### src/rtl/binoc_ch_dir_ctrl.sv
// Per-link direction controller for BiNoC bidirectional channels.
// One request/grant FSM per link decides when ownership passes to the neighbour.
module binoc_ch_dir_ctrl #(
    parameter int unsigned               NUM_CH    = 2,
    parameter logic [NUM_CH-1:0]         INIT_OWN  = 2'b01,
    parameter int unsigned               MAX_BURST = 4
) (
    input  logic              clk,
    input  logic              rst,
    input  logic [NUM_CH-1:0] tx_want,
    input  logic [NUM_CH-1:0] tx_tail,
    input  logic [NUM_CH-1:0] peer_req,
    input  logic [NUM_CH-1:0] peer_gnt,
    output logic [NUM_CH-1:0] my_req,
    output logic [NUM_CH-1:0] my_gnt,
    output logic [NUM_CH-1:0] own,
    output logic              proto_err
);

    typedef enum logic [1:0] {
        OUT_FREE = 2'd0,
        OUT_BUSY = 2'd1,
        IN_IDLE  = 2'd2,
        IN_WAIT  = 2'd3
    } state_e;

    localparam logic [4:0] MAX_B = 5'(MAX_BURST);

    state_e            state_q [NUM_CH];
    state_e            state_d [NUM_CH];
    logic [3:0]        cnt_q   [NUM_CH];
    logic [3:0]        cnt_d   [NUM_CH];
    logic [NUM_CH-1:0] req_q, req_d;
    logic [NUM_CH-1:0] gnt_q, gnt_d;
    logic [NUM_CH-1:0] own_q, own_d;
    logic              err_q, err_d;

    always_ff @(posedge clk or negedge rst) begin
        if (!rst) begin
            for (int unsigned i = 0; i < NUM_CH; i++) begin
                state_q[i] <= INIT_OWN[i] ? OUT_FREE : IN_IDLE;
                cnt_q[i]   <= '0;
            end
            req_q <= '0;
            gnt_q <= '0;
            own_q <= INIT_OWN;
            err_q <= 1'b0;
        end else begin
            for (int unsigned i = 0; i < NUM_CH; i++) begin
                state_q[i] <= state_d[i];
                cnt_q[i]   <= cnt_d[i];
            end
            req_q <= req_d;
            gnt_q <= gnt_d;
            own_q <= own_d;
            err_q <= err_d;
        end
    end

    always_comb begin
        req_d = '0;
        gnt_d = '0;
        own_d = own_q;
        err_d = err_q;
        for (int unsigned i = 0; i < NUM_CH; i++) begin
            state_d[i] = state_q[i];
            cnt_d[i]   = cnt_q[i];

            case (state_q[i])
                OUT_FREE, OUT_BUSY: begin
                    own_d[i] = 1'b1;
                    if (!peer_req[i]) begin
                        cnt_d[i] = '0;
                    end
                    if (tx_want[i] && tx_tail[i]) begin
                        // A completed packet is a boundary: either hand over on the
                        // burst limit, or park in OUT_FREE where a falling tx_want
                        // next cycle lets a pending peer request win.
                        if (peer_req[i] && (({1'b0, cnt_q[i]} + 5'd1) >= MAX_B)) begin
                            gnt_d[i]   = 1'b1;
                            own_d[i]   = 1'b0;
                            state_d[i] = IN_IDLE;
                            cnt_d[i]   = '0;
                        end else begin
                            state_d[i] = OUT_FREE;
                            if (peer_req[i]) begin
                                cnt_d[i] = ({1'b0, cnt_q[i]} >= MAX_B) ? MAX_B[3:0]
                                                                        : cnt_q[i] + 4'd1;
                            end
                        end
                    end else if (tx_want[i]) begin
                        state_d[i] = OUT_BUSY;
                    end else if ((state_q[i] == OUT_FREE) && peer_req[i]) begin
                        gnt_d[i]   = 1'b1;
                        own_d[i]   = 1'b0;
                        state_d[i] = IN_IDLE;
                        cnt_d[i]   = '0;
                    end
                end
                IN_IDLE: begin
                    own_d[i] = 1'b0;
                    cnt_d[i] = '0;
                    if (tx_want[i]) begin
                        req_d[i]   = 1'b1;
                        state_d[i] = IN_WAIT;
                    end
                end
                IN_WAIT: begin
                    own_d[i] = 1'b0;
                    cnt_d[i] = '0;
                    req_d[i] = 1'b1;
                    if (peer_gnt[i]) begin
                        req_d[i]   = 1'b0;
                        own_d[i]   = 1'b1;
                        state_d[i] = tx_want[i] ? OUT_BUSY : OUT_FREE;
                    end
                    if (peer_req[i]) begin
                        err_d = 1'b1;
                    end
                end
                default: begin
                    state_d[i] = IN_IDLE;
                    own_d[i]   = 1'b0;
                    cnt_d[i]   = '0;
                end
            endcase

            if (peer_gnt[i] && (state_q[i] != IN_WAIT)) begin
                err_d = 1'b1;
            end
            if (tx_tail[i] && !own_q[i]) begin
                err_d = 1'b1;
            end
        end
    end

    assign my_req    = req_q;
    assign my_gnt    = gnt_q;
    assign own       = own_q;
    assign proto_err = err_q;

endmodule

### config.mk
export PLATFORM = sky130hd
export DESIGN_NAME = binoc_ch_dir_ctrl
export DESIGN_NICKNAME = d
export VERILOG_FILES = /design/src/rtl/binoc_ch_dir_ctrl.sv
export SDC_FILE = /design/constraint.sdc
export NUM_CORES = 1
export LEC_CHECK = 0
export ABC_AREA = 1
export CAP_MARGIN = 20
export CORE_MARGIN = 3
export CORE_UTILIZATION = 40
export CTS_CLUSTER_SIZE = 12
export DETAILED_ROUTE_END_ITERATION = 8
export PLACE_DENSITY_LB_ADDON = 0.2
export SLEW_MARGIN = 15
export SYNTH_ARGS = -nofsm -noshare
export SYNTH_HDL_FRONTEND = slang
export SYNTH_SLANG_ARGS = --single-unit
### constraint.sdc
create_clock -name clk -period 1.75 [get_ports clk]
set_input_delay 0.175 -clock clk [delete_from_list [all_inputs] [get_ports clk]]
set_output_delay 0.175 -clock clk [all_outputs]
set_load 0.01 [all_outputs]
---- Word level (Yosys, flattened, before mapping) ----
Cells that the tools add are included.
word-level totals
  output and inout port bits .............. 7
  bits of input ports ..................... 10
  register bits after elaboration ......... 19
  word-level logic and storage cells ...... 118
cells by class
  reductions and logical operators ........ 20
  equality and inequality tests ........... 14
  add/subtract/negate cells ............... 4
  order comparisons ....................... 4
  multiplexer cells ....................... 68
operator list
  cell                                                 number
  2-to-1 mux 4 bit                                     14
  2-to-1 mux 1 bit                                     34
  2-to-1 mux 2 bit                                     12
  case mux 4 bit (2 select lines)                      2
  != test 2 bit, second input constant                 6
  case mux 2 bit (3 select lines)                      2
  adder 4 x 1 -> 5 bit, second input constant          2
  >= comparator 5 x 3 -> 1 bit, second input constant  2
  logical AND 1 bit                                    10
  adder 4 x 1 -> 4 bit, second input constant          2
  == test 2 bit, second input constant                 4
  >= comparator 4 x 3 -> 1 bit, second input constant  2
  != test 4 bit, second input constant                 2
  OR reduction 2 bit                                   4
  case mux 1 bit (3 select lines)                      2
  AND reduction 3 bit                                  2
  == test 2 x 1 -> 1 bit, second input constant        2
  logical NOT 2 bit                                    2
  case mux 1 bit (2 select lines)                      2
  logical NOT 1 bit                                    2

---- Longest topological paths before layout ----
  depth after elaboration ................. 8
  mapped depth ............................ 10
  mapped depth without buffers ............ 10

---- Worst setup path before layout ----
Ideal clock, no wire load.
  path kind ............................... register -> register
  start ................................... register cnt_q[4] (netlist bit)
  end ..................................... register state_q[3] (netlist bit)
  data required time ...................... 1.618 ns
  data arrival time ....................... 1.130 ns
  stages on the path, launching flop included .. 10
  slack ................................... 0.488 ns
  buffers on the path ..................... 0
  cells stage by stage .................... dfrtp_1 -> ha_1 -> nor2_1 -> inv_1 -> nand2_2 -> nand2_1 -> nand2_1 -> nand2_1 -> nand2_1 -> nand2_2
on the way
  word-level cells in the longest chain between the ends .. 6
ends and longest elaborated chain
  what                              line  RTL
  start: declaration                31    logic [3:0] cnt_q [NUM_CH];
  start signal: indexed assignment  51    cnt_q[i] <= cnt_d[i];
  adder 4 x 1 -> 5 bit              79    if (peer_req[i] && (({1'b0, cnt_q[i]} + 5'd1) >= MAX_B)) begin
  >= comparator 5 x 3 -> 1 bit      79
  logical AND 1 bit                 79
  2-to-1 mux 2 bit                  79
  2-to-1 mux 2 bit                  75    if (tx_want[i] && tx_tail[i]) begin
  case mux 2 bit (3 select lines)   69    case (state_q[i])
  end signal: indexed assignment    41    state_q[i] <= INIT_OWN[i] ? OUT_FREE : IN_IDLE;
  end signal: indexed assignment    50    state_q[i] <= state_d[i];
  end: declaration                  29    state_e state_q [NUM_CH];
Every way passes these cells.
A chain may end at the register's enable or synchronous reset.

---- Worst setup path in the final report ----
  start ................................... register own_q[0] (netlist: own[0])
  end ..................................... output own[0]
RTL lines
  what                      line  RTL
  start: declaration        35    logic [NUM_CH-1:0] own_q, own_d;
  start signal: assignment  55    own_q <= own_d;
  end: declaration          16    output logic [NUM_CH-1:0] own,
No word-level cell between the ends.

==> run summary <==
status - finished clean
most instantiated cells after synthesis - nand2_1, inv_1, dfrtp_1, nor2_1, nand4_1
Power Total - 1.64 mW
number of synthesized register bits - 19
worst path bufs/invs - 1
grt ovf - 0
final period utilization - 0.878
Crit Reg-Reg Endpoint - state_q[3]
Max Root-Sink Buffers - 2
violation count after the first detailed-route iteration - 62
Buffers on Ports - 16
Slowest-stage cell, CP - dfstp_2
Int Pwr - 969 uW
Synth area leaders - dfrtp_1, nand2_1, inv_1
Fmax achieved - 651 MHz
cell row count - 19
maxcap violations - 0
clock buffer count from CTS - 3
Post-synth ARST share - 1.00
synthesized area - 1210 sq um
unrepaired setup endpoints after global routing - false
WS Path Type - reg -> out
critical path cell sequence - clkdlybuf4s50_1
Post-synth EDFFs - 0
DRC viols - 0
count leader, synth - nand2_1
Worst Tran Pin Value - 0.296 ns
Clock Skew - 0.00475 ns
final WL - 2.43 mm
clk sink count - 19
Initial Utilization - 0.430
Final WS setup - 0.213 ns
Pre-antenna DRT Iters - 4
Post-Syn Area per Cell - 7.73 sq um
Synth cell types - 29
setup TNS - 0 ns
Placed Cells - 203
Post-Syn Instances - 156
sequential area share after synthesis - 0.396
worst hold path class - in -> async
CP Max Fanout - 2
pre-CTS WS - 0.321 ns
clock slew at reported path FFs - 0.11 ns
final RePlAce weighted congestion - 0.849
antenna cell count - 0
Core Area - 2810 sq um
# setup viols final - 0
first-pass GRT wire length - 4.26 mm
peak supply drop - 0.727 mV
vias per cell - 5.02
clk_lat worst skew - 0.29 ns
crit end category - output port
initial antenna violation count - 0
vias - 1040
Static Leak - 0.745 nW
Sw Share - 0.408
Worst setup SP type - flip-flop
Synth area leader - dfrtp_1
Max Slew Vio Count - 0
Clock power frac - 0.131
Routed WL per cell - 11.7 microns
layout cells sized above 1 - 0.170
Yosys warnings - 0
Reg2Reg Depth - 9
CTS root buf - clkbuf_4
Finished Core Util - 0.509
H-Tree Depth - 1
vias in the first global route - 977
pwr dens - 1150 nW/um^2
CTS tree - yes
Final nets - 191
Seq pwr share - 0.448
Tmin final - 1.54 ns
Layout Cells excl Fill - 207
Reg2Reg Launch Point - cnt_q[4]
Main synth FF type - dfrtp_1
R2R setup slack - 0.32 ns
Synth top area share - 0.353
die area - 3710 sq um
die height - 60.9 microns
Top delay family on crit path - flip-flops
GRT Total Usage - 0.149
pin count of the biggest net entering global routing - 20
Post-CTS Setup Repair Bufs - 0
hold bufs inserted after CTS - 0
WP data required - 1.57 ns
Relative slew margins - 0.800
post-CTS resize count - 0
crit path DAT - 1.36 ns
io pins - 17
remaining antenna violation count - 0
Mapped Nets - 170
synthesis-to-layout area growth - 18.5%
Psw - 668 uW
combinational power share - 0.421
die width - 60.9 microns
CP max stage delay - 0.55 ns
HPWL after detailed placement - 1.87 mm
Final Hold Fails - 0
==> area by class of cell <==
class | count | area, sq um
repair buffers | 19 | 183
clock buffers | 3 | 22.5
clock inverters | 1 | 5.00
flip-flops and latches | 19 | 478
inverters | 26 | 98.8
multi-input cells | 108 | 603
fillers | 287 | 1380
well taps | 31 | 38.8
==> worst max path at each step <==
stage                     from    endpoint  cells after the start
CTS                     own[0]      own[0]                      1
finish                  own[0]      own[0]                      1
global placement    tx_want[1]      own[1]                      7
floorplan             cnt_q[4]  state_q[3]                      9
detailed placement  tx_want[1]      own[1]                      7
global route          cnt_q[4]  state_q[3]                      9
==> registers in the layout, summed over array words and instances, names as in the netlist <==
name / count
state_q: 4
my_req: 2
my_gnt: 2
proto_err: 1
own: 2
cnt_q: 8
==> per-layer routing <==
metal | vias to the layer above | wire length, microns | track usage
li1 | 545 | - | -
met1 | 477 | 1240 | 0.228
met2 | 16 | 1110 | 0.221
met3 | 2 | 69 | 0.0213
met4 | 0 | 17 | 0.0341
met5 | - | 0 | 0
==> through the flow <==
stage / cell area [sq um] / hold slack (ns)
final: 1430 / 0.202
after global routing: 1430 / 0.215
after CTS: 1430 / 0.210
after detailed placement: 1400 / 0.518
after global placement: 1400 / 0.510
after floorplan: 1210 / -0.121
==> power by group through the flow <==
| stage | combinational [mW] | sequential, mW | clock [mW] |
|---|---|---|---|
| after floorplan | 0.491 | 0.711 | 0 |
| after CTS | 0.697 | 0.729 | 0.221 |
| after global routing | 0.785 | 0.754 | 0.242 |
| final | 0.690 | 0.733 | 0.215 |
| after global placement | 0.675 | 0.732 | 0 |
| after detailed placement | 0.687 | 0.735 | 0 |
==> cell families (layout without fill, tap and decap cells) <==
| logic type | after synthesis | in the layout | share of synthesized area |
|---|---|---|---|
| compound gates | 22 | 22 | 0.120 |
| fa+ha+maj | 4 | 4 | 0.0415 |
| buf+inv | 29 | 49 | 0.104 |
| flops | 19 | 19 | 0.396 |
| simple gates | 82 | 82 | 0.338 |
==> placed cells by master, fill, tap and decap left out, types with 3 or more instances in the layout <==
cell type,netlist,layout
inv_2,6,6
buf_4,2,3
nand2_4,3,3
clkbuf_4,0,3
nor2_1,17,17
o21ai_0,3,3
a21oi_1,4,4
clkdlybuf4s50_1,0,16
o21ai_1,3,3
o211ai_1,6,6
nand2_1,38,38
ha_1,4,4
dfrtp_1,17,17
inv_1,18,18
nand4_1,8,8
nand2_2,5,5
nand3_1,5,5
No activity file was read; power rests on OpenSTA's default activity.
